===== config.mk =====
export PLATFORM = sky130hd
export DESIGN_NAME = mem_bus_arbiter
export DESIGN_NICKNAME = d
export VERILOG_FILES = /design/src/rtl/mem_bus_arbiter.sv
export SDC_FILE = /design/constraint.sdc
export NUM_CORES = 1
export LEC_CHECK = 0
export ABC_AREA = 0
export BUFFER_PORTS_ARGS = -buffer_cell sky130_fd_sc_hd__buf_2
export CAP_MARGIN = 20
export CORE_MARGIN = 3
export CORE_UTILIZATION = 29
export CTS_BUF_LIST = sky130_fd_sc_hd__clkbuf_16
export DETAILED_ROUTE_END_ITERATION = 8
export GPL_TIMING_DRIVEN = 0
export PLACE_DENSITY = 0.7
export SYNTH_ARGS = -nofsm -noshare
export SYNTH_HDL_FRONTEND = slang
export SYNTH_SLANG_ARGS = --single-unit

===== constraint.sdc =====
create_clock -name clock -period 1.8 [get_ports clock]
set_input_delay 0 -clock clock [delete_from_list [all_inputs] [get_ports clock]]
set_output_delay 0 -clock clock [all_outputs]
set_load 0.1 [all_outputs]

===== src/rtl/mem_bus_arbiter.sv =====
// Two-master (IFU, LSU) to one-slave memory port arbiter, one outstanding transaction.
// Define MEM_ARB_PERF_EN to add grant/conflict performance counters. o_dbg_state: 0 IDLE, 1 REQ, 2 RSP.
module mem_bus_arbiter #(
    parameter int ADDR_W = 32,
    parameter int DATA_W = 32,
    parameter int STARVE_MAX = 4,
    localparam int MASK_W = DATA_W / 8,
    localparam int CNT_W = $clog2(STARVE_MAX + 1)
) (
    input  logic              clock,
    input  logic              reset,
    input  logic              i_ifu_req_valid,
    output logic              o_ifu_req_ready,
    input  logic [ADDR_W-1:0] i_ifu_addr,
    output logic              o_ifu_rsp_valid,
    input  logic              i_ifu_rsp_ready,
    output logic [DATA_W-1:0] o_ifu_rdata,
    input  logic              i_lsu_req_valid,
    output logic              o_lsu_req_ready,
    input  logic [ADDR_W-1:0] i_lsu_addr,
    input  logic              i_lsu_wen,
    input  logic [DATA_W-1:0] i_lsu_wdata,
    input  logic [MASK_W-1:0] i_lsu_wmask,
    output logic              o_lsu_rsp_valid,
    input  logic              i_lsu_rsp_ready,
    output logic [DATA_W-1:0] o_lsu_rdata,
    output logic              o_mem_req_valid,
    input  logic              i_mem_req_ready,
    output logic [ADDR_W-1:0] o_mem_addr,
    output logic              o_mem_wen,
    output logic [DATA_W-1:0] o_mem_wdata,
    output logic [MASK_W-1:0] o_mem_wmask,
    input  logic              i_mem_rsp_valid,
    output logic              o_mem_rsp_ready,
    input  logic [DATA_W-1:0] i_mem_rdata,
`ifdef MEM_ARB_PERF_EN
    output logic [31:0]       o_perf_ifu_grants,
    output logic [31:0]       o_perf_lsu_grants,
    output logic [31:0]       o_perf_conflict_cycles,
`endif
    output logic [1:0]        o_dbg_state,
    output logic [1:0]        o_dbg_owner,
    output logic [CNT_W-1:0]  o_dbg_starve_cnt
);

    typedef enum logic [1:0] {
        S_IDLE = 2'd0,
        S_REQ  = 2'd1,
        S_RSP  = 2'd2
    } state_t;

    typedef enum logic [1:0] {
        OWN_NONE = 2'd0,
        OWN_IFU  = 2'd1,
        OWN_LSU  = 2'd2
    } owner_t;

    localparam logic [CNT_W-1:0] STARVE_LIM = CNT_W'(STARVE_MAX);

    state_t            r_state;
    state_t            w_state_next;
    owner_t            r_owner;
    logic [CNT_W-1:0]  r_starve_cnt;
    logic [ADDR_W-1:0] r_addr;
    logic              r_wen;
    logic [DATA_W-1:0] r_wdata;
    logic [MASK_W-1:0] r_wmask;

    logic w_ifu_forced;
    logic w_lsu_wins;
    logic w_lsu_grant;
    logic w_ifu_grant;

    // Every channel transfers on the rising edge where valid && ready are both high;
    // a requester must hold valid and its fields stable until that edge.
    assign w_ifu_forced = i_ifu_req_valid && (r_starve_cnt == STARVE_LIM);
    assign w_lsu_wins   = i_lsu_req_valid && !w_ifu_forced;
    assign w_lsu_grant  = (r_state == S_IDLE) && w_lsu_wins;
    assign w_ifu_grant  = (r_state == S_IDLE) && i_ifu_req_valid && !w_lsu_wins;

    assign o_lsu_req_ready = w_lsu_grant;
    assign o_ifu_req_ready = w_ifu_grant;

    always_comb begin
        w_state_next    = r_state;
        o_mem_req_valid = 1'b0;
        o_mem_rsp_ready = 1'b0;
        o_ifu_rsp_valid = 1'b0;
        o_lsu_rsp_valid = 1'b0;
        case (r_state)
            S_IDLE: begin
                if (w_ifu_grant || w_lsu_grant) begin
                    w_state_next = S_REQ;
                end
            end
            S_REQ: begin
                o_mem_req_valid = 1'b1;
                if (i_mem_req_ready) begin
                    w_state_next = S_RSP;
                end
            end
            S_RSP: begin
                // Response path is a pure pass-through steered by the recorded owner.
                if (r_owner == OWN_LSU) begin
                    o_lsu_rsp_valid = i_mem_rsp_valid;
                    o_mem_rsp_ready = i_lsu_rsp_ready;
                end else if (r_owner == OWN_IFU) begin
                    o_ifu_rsp_valid = i_mem_rsp_valid;
                    o_mem_rsp_ready = i_ifu_rsp_ready;
                end
                if (i_mem_rsp_valid && o_mem_rsp_ready) begin
                    w_state_next = S_IDLE;
                end
            end
            default: begin
                w_state_next = S_IDLE;
            end
        endcase
    end

    always_ff @(posedge clock or negedge reset) begin
        if (!reset) begin
            r_state      <= S_IDLE;
            r_owner      <= OWN_NONE;
            r_starve_cnt <= '0;
            r_addr       <= '0;
            r_wen        <= 1'b0;
            r_wdata      <= '0;
            r_wmask      <= '0;
        end else begin
            r_state <= w_state_next;
            if (w_lsu_grant) begin
                r_owner <= OWN_LSU;
                r_addr  <= i_lsu_addr;
                r_wen   <= i_lsu_wen;
                r_wdata <= i_lsu_wdata;
                r_wmask <= i_lsu_wmask;
                if (!i_ifu_req_valid) begin
                    r_starve_cnt <= '0;
                end else if (r_starve_cnt != STARVE_LIM) begin
                    r_starve_cnt <= r_starve_cnt + CNT_W'(1);
                end
            end else if (w_ifu_grant) begin
                r_owner      <= OWN_IFU;
                r_addr       <= i_ifu_addr;
                r_wen        <= 1'b0;
                r_wdata      <= '0;
                r_wmask      <= '0;
                r_starve_cnt <= '0;
            end else if ((r_state == S_RSP) && (w_state_next == S_IDLE)) begin
                r_owner <= OWN_NONE;
            end
        end
    end

    assign o_mem_addr  = r_addr;
    assign o_mem_wen   = r_wen;
    assign o_mem_wdata = r_wdata;
    assign o_mem_wmask = r_wmask;

    assign o_ifu_rdata = i_mem_rdata;
    assign o_lsu_rdata = i_mem_rdata;

    assign o_dbg_state      = r_state;
    assign o_dbg_owner      = r_owner;
    assign o_dbg_starve_cnt = r_starve_cnt;

`ifdef MEM_ARB_PERF_EN
    logic        w_conflict;
    logic [31:0] r_perf_ifu_grants;
    logic [31:0] r_perf_lsu_grants;
    logic [31:0] r_perf_conflict_cycles;

    // A cycle is a conflict whenever both masters want the port and one of them is left waiting.
    assign w_conflict = i_ifu_req_valid && i_lsu_req_valid && !(w_ifu_grant && w_lsu_grant);

    always_ff @(posedge clock or negedge reset) begin
        if (!reset) begin
            r_perf_ifu_grants      <= '0;
            r_perf_lsu_grants      <= '0;
            r_perf_conflict_cycles <= '0;
        end else begin
            if (w_ifu_grant) begin
                r_perf_ifu_grants <= r_perf_ifu_grants + 32'd1;
            end
            if (w_lsu_grant) begin
                r_perf_lsu_grants <= r_perf_lsu_grants + 32'd1;
            end
            if (w_conflict) begin
                r_perf_conflict_cycles <= r_perf_conflict_cycles + 32'd1;
            end
        end
    end

    assign o_perf_ifu_grants      = r_perf_ifu_grants;
    assign o_perf_lsu_grants      = r_perf_lsu_grants;
    assign o_perf_conflict_cycles = r_perf_conflict_cycles;
`endif

endmodule


Word-level counts from Yosys, hierarchy flattened. Cells that the tools add are included.

Bits in writable memories: 0. Bits in read-only memories: 0. Bits in latches: 0. Input bits: 141. Memories kept: 0. Register bits after elaboration: 76. Output and inout bits: 146. Word-level logic and storage cells: 59.

Mux-type cells: 29. Reductions and logical operators: 15. Order comparisons: 0. $add $sub $neg: 1. Equal/unequal tests: 7. Multipliers: 0. Shifts and indexed selects: 0. Bitwise operators: 0. Div/mod/pow operators: 0.

Operators by type and width (count): $mux W32 (4); $mux W1 (12); $mux W2 (6); $mux W3 (4); $mux W4 (2); $logic_and A1 B1 Y1 (7); $pmux W2 S3 (1); $eq A2 B1 Y1 const B (2); $eq A2 B2 Y1 const B (2); $logic_not A2 Y1 (2); $add A3 B1 Y3 const B (1); $eq A3 B3 Y1 const B (1); $ne A3 B2 Y1 const B (1); $ne A3 B3 Y1 const B (1); $reduce_bool A3 Y1 (1); $logic_not A1 Y1 (2); $reduce_and A2 Y1 (1); $reduce_bool A2 Y1 (1); $logic_or A1 B1 Y1 (1).

Logic depth before layout (Yosys ltp).
Word-level depth: 14. Mapped depth: 7. Depth with buffers taken out: 5.

Least setup slack after synthesis. Ideal clock, no wire load.

Path kind: register -> output. Start point: register r_state[1] (netlist: o_dbg_state[1]). End point: output port o_ifu_rsp_valid. Stages on the path, launching flop included: 4. Path buffers: 1. Data required time: 1.800 ns. Arrival: 3.588 ns. Setup slack: -1.788 ns. Cells stage by stage: dfrtp_1 buf_2 nand3b_1 nor3b_1.

Cells in the longest elaborated chain, start to end: 2.

Ends and longest elaborated chain: start, declared (line 60) `state_t r_state;`; start signal, assigned (line 131) `r_state <= w_state_next;`; $eq A2 B2 Y1 (line 90) `case (r_state)`; $mux W1 (line 90); end, declared (line 15) `output logic o_ifu_rsp_valid,`.

Every way passes these cells.

Worst setup path after layout.
Start point: register r_starve_cnt[0] (netlist: o_dbg_starve_cnt[0]). End point: output port o_ifu_req_ready.

Cells in the longest elaborated chain, start to end: 6.

Ends and longest elaborated chain: start, declared (line 63) `logic [CNT_W-1:0] r_starve_cnt;`; start signal, assigned (line 141) `r_starve_cnt <= r_starve_cnt + CNT_W'(1);`; $eq A3 B3 Y1 (line 76) `assign w_ifu_forced = i_ifu_req_valid && (r_starve_cnt == STARVE_LIM);`; $logic_and A1 B1 Y1 (line 76); $logic_not A1 Y1 (line 77) `assign w_lsu_wins = i_lsu_req_valid && !w_ifu_forced;`; $logic_and A1 B1 Y1 (line 77); $logic_not A1 Y1 (line 79) `assign w_ifu_grant = (r_state == S_IDLE) && i_ifu_req_valid && !w_lsu_wins;`; $logic_and A1 B1 Y1 (line 79); end, declared (line 13) `output logic o_ifu_req_ready,`.

Every way passes these cells.

==> metrics.md <==
| Metric | Value |
|---|---|
| Top cell family by delay on the critical path | `flip-flops` |
| Avg WL per Cell | `16.5 um` |
| CP Launch Type | `flop` |
| Starting Density | `30.1%` |
| Post-layout min period | `1.79 ns` |
| Layout cell share with drive strength beyond 1 | `56.9%` |
| WL met1 | `5.45 mm` |
| Critical Path End | `o_ifu_req_ready` |
| Critical Path End Type | `output port` |
| Library cells used by synthesis | `30` |
| Seq/Total Area, Yosys | `51.7%` |
| Most frequent cells after synthesis | `76 x dfrtp_1, 65 x buf_4, 37 x a22o_1, 33 x a21boi_0, 22 x a221o_1` |
| Vias/cell | `4.60` |
| Post-synth top area share | `51.7%` |
| Unrepaired setup endpoints after global routing | `true` |
| Final setup viols | `0` |
| I/O pin total | `287` |
| Worst-path fanout max | `2` |
| Fin crit share | `99.4%` |
| Slowest stage delay, CP | `0.49 ns` |
| Crit-path slowest cell | `dfrtp_4` |
| Clock Tree Buf Depth | `2` |
| Area Overhead vs Synth | `83.7%` |
| Post-Syn Area | `0.00368 mm2` |
| FF+latch count, synth | `76` |
| TritonCTS clock tree | `built` |
| Worst-Margin Slew | `0.515 ns` |
| Slew HR | `65.9%` |
| GP Congestion | `0.821` |
| CP Launch Point | `o_dbg_starve_cnt[0]` |
| Die ar. | `0.0141 mm2` |
| Metal3 WL | `1.09 mm` |
| Ranking of synthesized cells by area | `dfrtp_1 52%, buf_4 13%, a22o_1 8.8%, a21boi_0 6.7%, a221o_1 6.0%` |
| Number of enable flip-flop cells after synthesis | `0` |
| Critical Path AT | `1.79 ns` |
| Post-route core utilization | `55.3%` |
| Highest Signal Layer | `met4` |
| Worst flop-to-flop path startpoint | `o_dbg_starve_cnt[0]` |
| Port Buffers | `254` |
| FF-to-FF setup slack | `0.06 ns` |
| Synthesized net count | `443` |
| Via count | `3910` |
| Worst-Skew Late Latency | `0.33 ns` |
| Worst r2r path cells | `7` |
| Worst hold path type | `input pin to flop` |
| Final WL | `14.0 mm` |
| Place WS | `-0.282 ns` |
| Post-synth top area cell | `dfrtp_1` |
| FILL cells | `1025` |
| Num CTS Buffers | `9` |
| Cells after Synth | `300` |
| Die X | `119 um` |
| Antenna viol nets, final | `0` |
| Final #Nets | `821` |
| Fin worst setup slack | `0.0109 ns` |
| Max_cap viols | `0` |
| Largest net degree at the start of global routing | `45` |
| GRT Overall Usage | `19.6%` |
| CP Cell Sequence | `inv_4 > ha_4 > nand2_4 > a2111oi_4 > buf_12 > buf_12` |
| Outcome | `completed` |
| Count of final max-slew check failures | `0` |
| Final Hold Fails | `0` |
| Remaining Overflow, GRT | `0` |
| Vias in the first global route | `4318` |
| WP buf/inv | `3` |
| Ys async rst share | `100%` |
| Initial antenna violation count | `0` |
| Post-layout instance area | `0.00676 mm2` |
| Setup CP Type | `flop to output port` |
| Synth warn | `0` |
| Reg2Reg Capture Point | `o_mem_addr[20]` |
| DRT Pass-1 Iters | `4` |
| WL met2 | `6.95 mm` |
| Syn_area_per_cell | `12.3 um2` |
| Clock transition at path regs | `0.06 ns` |
| H-tree depth | `3` |
| CP required | `1.80 ns` |
| Clk root buf | `clkbuf_16` |
| Die height | `119 um` |
| CP dominant cell by count | `buf_12` |
| CORE AREA | `0.0122 mm2` |
| Detailed Place HPWL | `9.04 mm` |
| First-pass GRT wire length | `22.2 mm` |
| Synth Flop Type | `dfrtp_1` |
| CTS Sinks | `76` |
| Antenna cells | `0` |
| Rows | `40` |
| WP depth | `6` |
| Clk_skew | `0.00360 ns` |
| Post-DP Area | `0.00530 mm2` |
| 1st-iter DRT viols | `157` |
| Achievable Freq | `559 MHz` |
| DRC | `0` |
| Most numerous cell in the Yosys netlist | `dfrtp_1` |
[placed cells by master (no fill, tap or decap), drive strengths merged]
| cell type | synthesis | routed |
|---|---|---|
| inv | 3 | 4 |
| nand3b | 3 | 3 |
| ha | 2 | 2 |
| a31o | 3 | 3 |
| nand2b | 2 | 2 |
| dfrtp | 76 | 76 |
| nand2 | 3 | 3 |
| nor4b | 1 | 1 |
| a2111oi | 1 | 1 |
| o211a | 1 | 1 |
| dlygate4sd3 | 0 | 105 |
| o2bb2ai | 2 | 2 |
| a32o | 1 | 1 |
| a22o | 37 | 37 |
| a21boi | 33 | 33 |
| clkbuf | 8 | 18 |
| a21oi | 4 | 4 |
| a21o | 1 | 1 |
| a221o | 32 | 32 |
| clkinv | 0 | 5 |
| nor2b | 1 | 1 |
| nor2 | 2 | 2 |
| or2 | 1 | 1 |
| buf | 80 | 341 |
| nor3b | 2 | 2 |
| a22oi | 1 | 1 |
[kinds of logic after synthesis]
| logic type | count (synthesis) | share of synthesized area, % |
|---|---|---|
| compound gates | 116 | 28.0 |
| fa+ha+maj | 2 | 0.680 |
| buf+inv | 91 | 17.0 |
| flops | 76 | 51.7 |
| simple gates | 15 | 2.59 |
[how the worst min path moves through the flow]
stage                               start             end  slack (ns)  depth (start not counted)
final                     i_mem_rsp_valid  o_dbg_state[1]        0.08                          3
after global placement     i_lsu_wmask[3]  o_mem_wmask[3]        0.22                          2
after detailed placement            reset   o_mem_addr[6]       -0.02                          1
after CTS                 i_mem_rsp_valid  o_dbg_state[1]        0.07                          3
after floorplan                     reset  o_dbg_owner[0]       -0.30                          0
after global routing      i_mem_rsp_valid  o_dbg_state[1]         0.1                          3
[worst reg2reg max path: cells and delay by family (launching register included)]
family | cells | cell delay (ns)
AO/OA/AOI/OAI | 2 | 0.53
adder cells (fa/ha/maj) | 1 | 0.14
buffers and inverters | 3 | 0.40
flip-flops | 1 | 0.49
AND/OR/NAND/NOR | 1 | 0.05
[through the flow]
stage | hold slack, ns | std cells | setup TNS, ns
after CTS | 0.0666 | 850 | -0.0670
after floorplan | -0.296 | 300 | -3.30
after global routing | 0.0963 | 850 | -0.0657
after detailed placement | -0.0208 | 723 | -16.08
final | 0.0761 | 850 | 0
after global placement | 0.222 | 722 | -11.46
[timing repair]
action                                  4_1_cts  5_1_grt
hold buffers                                105        0
buffers inserted                              8        1
endpoints found under the setup margin       78       73
pin swaps                                     5        1
hold endpoints to repair                    104        0
resized for setup                            19       13
cloned                                        0        0
[area by class of cell]
type,count,area (um2),share of cell area [%]
Inverter,3,13.8,0.204
Sequential cell,76,1920,28.4
Buffer,86,661,9.78
Clock buffer,9,225,3.33
Timing Repair Buffer,369,2480,36.6
Multi-Input combinational cell,133,1230,18.1
Clock inverter,6,23.8,0.352
Tap cell,168,210,3.11
[sequential cells by signal, indices dropped and copies added, names as in the netlist]
signal,cells
o_mem_wmask,4
o_dbg_owner,2
o_dbg_starve_cnt,3
o_dbg_state,2
o_mem_wdata,32
o_mem_addr,32
o_mem_wen,1
[routing by layer]
metal | track usage, % | vias up
met4 | 9.34 | 0
met3 | 5.45 | 43
met1 | 21.7 | 1829
li1 | - | 1817
met5 | 0 | -
met2 | 34.7 | 221
Power is left out: the tool's default activity adds up to more than one toggle a clock period on the data nets, which glitch-free logic cannot reach.
